==> config.mk <==
export PLATFORM = sky130hd
export DESIGN_NAME = paddle_ctrl
export DESIGN_NICKNAME = d
export VERILOG_FILES = /design/src/rtl/paddle_ctrl_pkg.sv /design/src/rtl/paddle_ctrl_sat_step.sv /design/src/rtl/paddle_ctrl.sv
export SDC_FILE = /design/constraint.sdc
export NUM_CORES = 1
export LEC_CHECK = 0
export ABC_AREA = 1
export CAP_MARGIN = 25
export CORE_MARGIN = 5
export CORE_UTILIZATION = 56
export CTS_BUF_LIST = sky130_fd_sc_hd__clkbuf_16
export CTS_CLUSTER_DIAMETER = 40
export DETAILED_ROUTE_END_ITERATION = 7
export PLACE_DENSITY = 0.83
export SYNTH_ARGS = -nofsm -noshare
export SYNTH_HDL_FRONTEND = slang
export SYNTH_SLANG_ARGS = --single-unit
==> constraint.sdc <==
create_clock -name clk -period 3.2 [get_ports clk]
set_clock_uncertainty 0.1 [all_clocks]
set_input_delay 0.96 -clock clk [delete_from_list [all_inputs] [get_ports clk]]
set_output_delay 0.96 -clock clk [all_outputs]
set_load 0.02 [all_outputs]
==> src/rtl/paddle_ctrl_pkg.sv <==
// Shared Pong definitions: playfield defaults, paddle direction/state
// encoding and the button-pair direction decode.
package paddle_ctrl_pkg;

   localparam int unsigned SCREEN_H_DEF = 480;
   localparam int unsigned PADDLE_H_DEF = 64;
   localparam int unsigned Y_MAX_DEF    = SCREEN_H_DEF - PADDLE_H_DEF;
   localparam int unsigned Y_INIT_DEF   = (SCREEN_H_DEF - PADDLE_H_DEF) / 2;

   // Motion state; the encoding matches the original header values.
   typedef enum logic [1:0] {
      ST_IDLE = 2'b00,
      ST_UP   = 2'b01,
      ST_DN   = 2'b10
   } dir_e;

   // Pressing both buttons together means no motion.
   function automatic dir_e decode_dir(input logic up, input logic dn);
      dir_e d;
      case ({up, dn})
         2'b10:   d = ST_UP;
         2'b01:   d = ST_DN;
         default: d = ST_IDLE;
      endcase
      return d;
   endfunction

endpackage

==> src/rtl/paddle_ctrl_sat_step.sv <==
// sat_step: combinational saturating add/subtract of a step, clamped to
// [0, y_max_i]. Computed one bit wider so nothing wraps.
module sat_step
   import paddle_ctrl_pkg::*;
#(
   parameter int unsigned Y_W = 10
) (
   input  logic [Y_W-1:0] y_i,
   input  logic [Y_W-1:0] step_i,
   input  logic [Y_W-1:0] y_max_i,
   input  dir_e           dir_i,
   output logic [Y_W-1:0] y_o
);

   logic [Y_W:0] y_wide;
   logic [Y_W:0] step_wide;
   logic [Y_W:0] sum_wide;

   // Clamp the moved position to the visible range.
   always_comb begin
      y_wide    = {1'b0, y_i};
      step_wide = {1'b0, step_i};
      sum_wide  = y_wide + step_wide;
      y_o       = y_i;
      case (dir_i)
         ST_UP: begin
            if (y_wide < step_wide) y_o = '0;
            else                    y_o = y_i - step_i;
         end
         ST_DN: begin
            if (sum_wide > {1'b0, y_max_i}) y_o = y_max_i;
            else                            y_o = sum_wide[Y_W-1:0];
         end
         default: y_o = y_i;
      endcase
   end

endmodule

==> src/rtl/paddle_ctrl.sv <==
// paddle_ctrl: per-player paddle position. Moves once per frame_tick
// according to the debounced button pair, clamped to [0, Y_MAX].
// Build option: define PADDLE_ACCEL_EN to switch to STEP_FAST after a
// hold of RAMP_FRAMES+1 consecutive moves in one direction.
module paddle_ctrl
   import paddle_ctrl_pkg::*;
#(
   parameter int unsigned SCREEN_H    = SCREEN_H_DEF,
   parameter int unsigned PADDLE_H    = PADDLE_H_DEF,
   parameter int unsigned Y_W         = 10,
   parameter int unsigned Y_INIT      = Y_INIT_DEF,
   parameter int unsigned STEP_SLOW   = 2,
   parameter int unsigned STEP_FAST   = 6,
   parameter int unsigned RAMP_FRAMES = 16
) (
   input  logic           clk,
   input  logic           rst,
   input  logic           db_up,
   input  logic           db_dn,
   input  logic           frame_tick,
   input  logic           center,
   output logic [Y_W-1:0] paddle_y,
   output logic           moving,
   output logic           at_top,
   output logic           at_bot
);

   localparam int unsigned    Y_MAX    = SCREEN_H - PADDLE_H;
   localparam logic [Y_W-1:0] Y_MAX_V  = Y_W'(Y_MAX);
   localparam logic [Y_W-1:0] Y_INIT_V = Y_W'(Y_INIT);
   localparam logic [Y_W-1:0] SLOW_V   = Y_W'(STEP_SLOW);

   // Reject configurations where the fast step or ramp make no sense.
   if (STEP_FAST < STEP_SLOW || RAMP_FRAMES == 0 || Y_INIT > Y_MAX) begin : g_bad_cfg
      $error("paddle_ctrl: inconsistent step/ramp/init parameters");
   end

   dir_e           state_q;
   logic [Y_W-1:0] y_q;
   logic           moving_q;
   dir_e           dir_d;
   logic [Y_W-1:0] step_d;
   logic [Y_W-1:0] y_d;

   assign dir_d = decode_dir(db_up, db_dn);

`ifdef PADDLE_ACCEL_EN
   localparam int unsigned       HOLD_W = $clog2(RAMP_FRAMES + 1);
   localparam logic [HOLD_W-1:0] RAMP_V = HOLD_W'(RAMP_FRAMES);
   localparam logic [Y_W-1:0]    FAST_V = Y_W'(STEP_FAST);

   logic [HOLD_W-1:0] hold_q;

   // Fast step only while continuing an already saturated hold.
   always_comb begin
      step_d = SLOW_V;
      if (dir_d == state_q && hold_q == RAMP_V) step_d = FAST_V;
   end

   // Hold counter: cleared on any direction change, saturates at RAMP.
   always_ff @(posedge clk or posedge rst) begin
      if (rst) begin
         hold_q <= '0;
      end else if (center) begin
         hold_q <= '0;
      end else if (frame_tick) begin
         if (dir_d != state_q)                         hold_q <= '0;
         else if (state_q != ST_IDLE && hold_q != RAMP_V) hold_q <= hold_q + HOLD_W'(1);
      end
   end
`else
   assign step_d = SLOW_V;
`endif

   sat_step #(
      .Y_W (Y_W)
   ) u_sat_step (
      .y_i     (y_q),
      .step_i  (step_d),
      .y_max_i (Y_MAX_V),
      .dir_i   (dir_d),
      .y_o     (y_d)
   );

   // Motion FSM with registered position and moving flag.
   always_ff @(posedge clk or posedge rst) begin
      if (rst) begin
         state_q  <= ST_IDLE;
         y_q      <= Y_INIT_V;
         moving_q <= 1'b0;
      end else if (center) begin
         state_q  <= ST_IDLE;
         y_q      <= Y_INIT_V;
         moving_q <= 1'b0;
      end else if (frame_tick) begin
         if (dir_d != state_q) begin
            state_q  <= dir_d;
            y_q      <= y_d;
            moving_q <= (dir_d != ST_IDLE);
         end else if (state_q != ST_IDLE) begin
            y_q      <= y_d;
         end
      end
   end

   assign paddle_y = y_q;
   assign moving   = moving_q;
   assign at_top   = (y_q == '0);
   assign at_bot   = (y_q == Y_MAX_V);

endmodule

Word-level counts from Yosys, hierarchy flattened
Index checks and enable logic that the tools add are counted.
{ "totals": {"reg_bits": 13, "output_inout_bits": 13, "elab_cells": 35} }
{ "classes": {"n_addsub": 2, "eq_ne": 6, "n_mux": 14, "n_lt_le_gt_ge": 2, "n_reduce_logical": 8} }
{ "ops": {"columns": ["cell", "n"], "rows": [
  ["10-bit 2-to-1 mux", 6],
  ["10-bit one-hot mux with 2 select lines", 1],
  ["10-bit by 2-bit adder with 11-bit output, second input constant", 1],
  ["11-bit by 9-bit greater-than comparator with 1-bit output, second input constant", 1],
  ["10-bit by 9-bit equality test with 1-bit output, second input constant", 1],
  ["10-bit logical NOT", 1],
  ["10-bit by 2-bit < comparator with 1-bit output, second input constant", 1],
  ["10-bit by 2-bit subtractor with 10-bit output, second input constant", 1],
  ["2-bit nonzero test", 4],
  ["2-bit 2-to-1 mux", 3],
  ["2-bit by 1-bit equality test with 1-bit output, second input constant", 2],
  ["2-bit equality test, second input constant", 2],
  ["2-bit one-hot mux with 2 select lines", 1],
  ["2-bit AND reduction", 2],
  ["1-bit 2-to-1 mux", 3],
  ["3-bit nonzero test", 1],
  ["2-bit != test", 1]
]} }

Logic depth before layout (Yosys ltp)
Gate-level depths: netlist of run 1.
{ "depth": {"depth_word": 8, "mapped_depth": 12, "ltp_nobuf": 12} }

Modules after synthesis
From an unflattened synthesis of run 1, not the netlist that was laid out.
{ "hier_totals": {"hier_cells": 417, "hier_area_um2": 2504.9} }
{ "by_module_without_submodules": {"columns": ["mod", "area_per_inst_um2", "n_inst", "cells_each"], "rows": [
  ["sat_step", 1707.9, 1, 309],
  ["paddle_ctrl", 797.0, 1, 108]
]} }

Least setup slack after synthesis of run 1
OpenSTA, ideal clock, no wires.
{ "synth_timing": {"path_type": "reg2out", "startpoint": "register y_q[3], in the netlist paddle_y[3]", "endpoint": "output at_bot", "path_buffers": 0, "slack_ns": 0.792, "path_stages_with_launch": 6, "arrival_time_ns": 1.348, "required_time_ns": 2.140, "path_cell_list": "dfrtp_1 > inv_1 > nand3_1 > inv_1 > nand2_1 > nor3_1"} }
{ "synth_between": {"elab_chain_cells": 1} }
{ "synth_lines": {"columns": ["element", "line_no", "rtl"], "rows": [
  ["start, declared", "paddle_ctrl.sv:39", "logic [Y_W-1:0] y_q;"],
  ["start signal, assigned", "paddle_ctrl.sv:98", "y_q <= y_d;"],
  ["start signal, assigned", "paddle_ctrl.sv:101", "y_q <= y_d;"],
  ["10-bit by 9-bit equality test with 1-bit output", "paddle_ctrl.sv:109", "assign at_bot = (y_q == Y_MAX_V);"],
  ["end, declared", "paddle_ctrl.sv:25", "output logic at_bot"]
]} }
Every way passes these cells.

Worst setup path after layout of run 1
Ends and elaborated chain as after synthesis.

==> flow_summary.json, run 1 <==
{
  "rsz0062_at_grt": "false",
  "vias_per_cell": 5.32,
  "place_congestion": 0.883,
  "finalWirelength_microns": 2810,
  "layout_min_cycle_time_ps": 3050,
  "numClockSinks": 12,
  "drc": 0,
  "diodes": 0,
  "ctsRootBufferMaster": "clkbuf_16",
  "hold_slack_ps": 398,
  "synthesis.area_sq_um": 1110,
  "post-cts-setup-buffers": 0,
  "cts_buffers": 3,
  "slew_viol_final": 0,
  "max-cap-violations": 0,
  "hold_class": "reg2reg",
  "ys_seq_area_share_pct": 27.4,
  "path_max_fanout": 6,
  "clockBufferDepth": 2,
  "fin_setup_tns_ps": 0,
  "grt_overflow": 0,
  "hold_viol_final": 0,
  "synthMuxAreaShare_pct": 0,
  "die-width_microns": 54.5,
  "max_freq_ghz": 0.327,
  "worstSetupPathType": "reg2out",
  "dieHeight_microns": 54.5,
  "drt_iter0_drc": 20,
  "cts_tree": "yes",
  "synth.distinct_cells": 32,
  "syn_to_final_growth_pct": 24.4,
  "grt_max_degree": 13,
  "synth-xor-area-share_pct": 2.36,
  "peakVddDrop_uv": 477,
  "status": "complete, no violations",
  "pin_count": 19,
  "gr-usage-all-layers_pct": 21.3,
  "final_layout_size_suffix_gt1_share_pct": 13.5,
  "io_buffer_count": 17,
  "routed-via-count": 1166,
  "clock_latency_ps": 240,
  "hold_depth": 2,
  "dp_slack_ps": 347,
  "coreArea_sq_um": 1920,
  "power_uw": 746,
  "yosys.area_share.simple_pct": 42.8,
  "synth_top_family_by_area": "simple AND/OR/NAND/NOR gates",
  "synth-seq-cells": 12,
  "clk_pin_slew_ps": 40,
  "synth-compound-area-share_pct": 11.7,
  "nets": 203,
  "grt_pass1_wl_microns": 4510,
  "grt_pass1_vias": 1062,
  "layout_setup_ws_ps": 145,
  "cts_max_level": 1,
  "postSynthAreaPerCell_sq_um": 6.42,
  "postRouteAntennaNets": 0,
  "critPathArrivalTime_ps": 1990,
  "syn-num-nets": 183,
  "crit_required_ps": 2140,
  "start_kind": "flop",
  "wire_per_inst_microns": 12.8,
  "floorplan.rows": 16,
  "hpwlAfterDp_microns": 2090,
  "firstDrtPassIters": 4,
  "dieArea_sq_um": 2970,
  "p_per_area_nw_per_um2": 539,
  "reg2regPathDepth": 10,
  "yosys_warnings": 0,
  "finalCritPeriodShare_pct": 95.5,
  "netlist_instances": 173,
  "setup_violations": 0,
  "synthAdderAreaFrac_pct": 4.50,
  "crit_path_end_kind": "primary output",
  "start_util_pct": 57.8,
  "p_leak_nw": 0.736,
  "antenna_found_initial": 0
}
Yosys cell counts, drive strengths merged:
cell    instances  area share (%)
dfrtp           9              20
ha              4             4.5
a21oi           6             3.0
xnor2           2             1.6
nor3            2            0.90
dfstp           3             7.1
o22ai           1            0.56
o21ai          10             4.8
o211ai          1            0.68
nand4           3             1.7
o31ai           2             1.4
inv            26             8.8
xor2            1            0.79
or2             2             1.1
a31oi           1            0.56
conb            1            0.34
a21boi          1            0.68
buf             3             2.1
nor2           22             9.9
nand2          57              22
nand3          16             7.2
critical path, stage by stage (launching register included):
cell and delay (ps):
dfrtp_1 440, inv_1 160, nand3_1 190, inv_1 140
nand2_1 80, nor3_1 120, clkdlybuf4s50_1 620
power breakdown:
part	internal, mW	switching [mW]
combinational	0.111	0.180
clock	0.164	0.0658
sequential	0.181	0.0430
total	0.457	0.288
placed cells by master (no fill, tap or decap), types with 3 or more instances in the layout:
cell type / n
ha_1: 4
nand2_1: 49
nor2_2: 3
nor2_1: 16
o21ai_1: 3
dfstp_2: 3
nor2_4: 3
dfrtp_1: 9
clkdlybuf4s50_1: 16
nand4_1: 3
a21oi_1: 5
o21ai_0: 6
nand2_2: 6
inv_1: 25
nand3_1: 16
clkbuf_16: 3
timing repair:
item / 4_1_cts / 5_1_grt
resized for setup: 0 / 2
hold endpoints to repair: 0 / 0
hold buffers: 0 / 0
endpoints found under the setup margin: 0 / 1
cell type report:
class / instances / area [sq um]
sequential: 12 / 304
tap: 27 / 33.8
fill: 170 / 539
multi-input combinational: 132 / 688
clock buffer: 3 / 75.1
inverter: 26 / 97.6
clock inverter: 1 / 3.75
timing repair buffer: 18 / 180
metrics by stage:
step           cell area (sq um)  util [%]  std cells
6_report                    1380      71.9        219
3_5_place_dp                1300      67.6        215
3_3_place_gp                1300      67.6        215
5_1_grt                     1380      71.9        219
2_1_floorplan               1110         -        173
4_1_cts                     1380      71.7        219
state kept, by name, indices dropped and copies added, names as in the netlist:
name,flops
state_q,2
moving,1
paddle_y,9
cell families after synthesis:
family                   count (synthesis)
AO/OA/AOI/OAI                           22
XOR/XNOR                                 3
adder cells (fa/ha/maj)                  4
buffers and inverters                   29
flip-flops                              12
other                                    1
AND/OR/NAND/NOR                        102
layer usage:
metal / part of all wire [%] / routed length (microns) / global-route usage (%)
met2: 51 / 1440 / 36.7
met4: 2.1 / 60 / 10.8
met5: 0 / 0 / 0
met1: 42 / 1180 / 25.3
met3: 4.7 / 133 / 3.54
path summary, 6_finish.rpt:
check | slack, ps | startpoint | to
max in group asynchronous | 1720 | rst | paddle_y[6]$_DFFE_PP1P_
min reg2reg | 400 | moving$_DFFE_PP0P_ | moving$_DFFE_PP0P_
min in group asynchronous | 940 | rst | paddle_y[5]$_DFFE_PP0P_
max reg2reg | 1290 | paddle_y[1]$_DFFE_PP0P_ | paddle_y[5]$_DFFE_PP0P_
min | 400 | moving$_DFFE_PP0P_ | moving$_DFFE_PP0P_
max | 150 | paddle_y[3]$_DFFE_PP0P_ | at_bot
Note: power is estimated with default switching activity, not from simulation.
==> run 2: changes to the inputs <==
--- a/config.mk
+++ b/config.mk
@@ -13,6 +13,8 @@
 export CTS_CLUSTER_DIAMETER = 40
 export DETAILED_ROUTE_END_ITERATION = 7
 export PLACE_DENSITY = 0.83
+export SLEW_MARGIN = 30
 export SYNTH_ARGS = -nofsm -noshare
 export SYNTH_HDL_FRONTEND = slang
 export SYNTH_SLANG_ARGS = --single-unit
+export TNS_END_PERCENT = 100
==> results of run 2 <==
Final layout, timing and power as in run 1 (identical DEF).
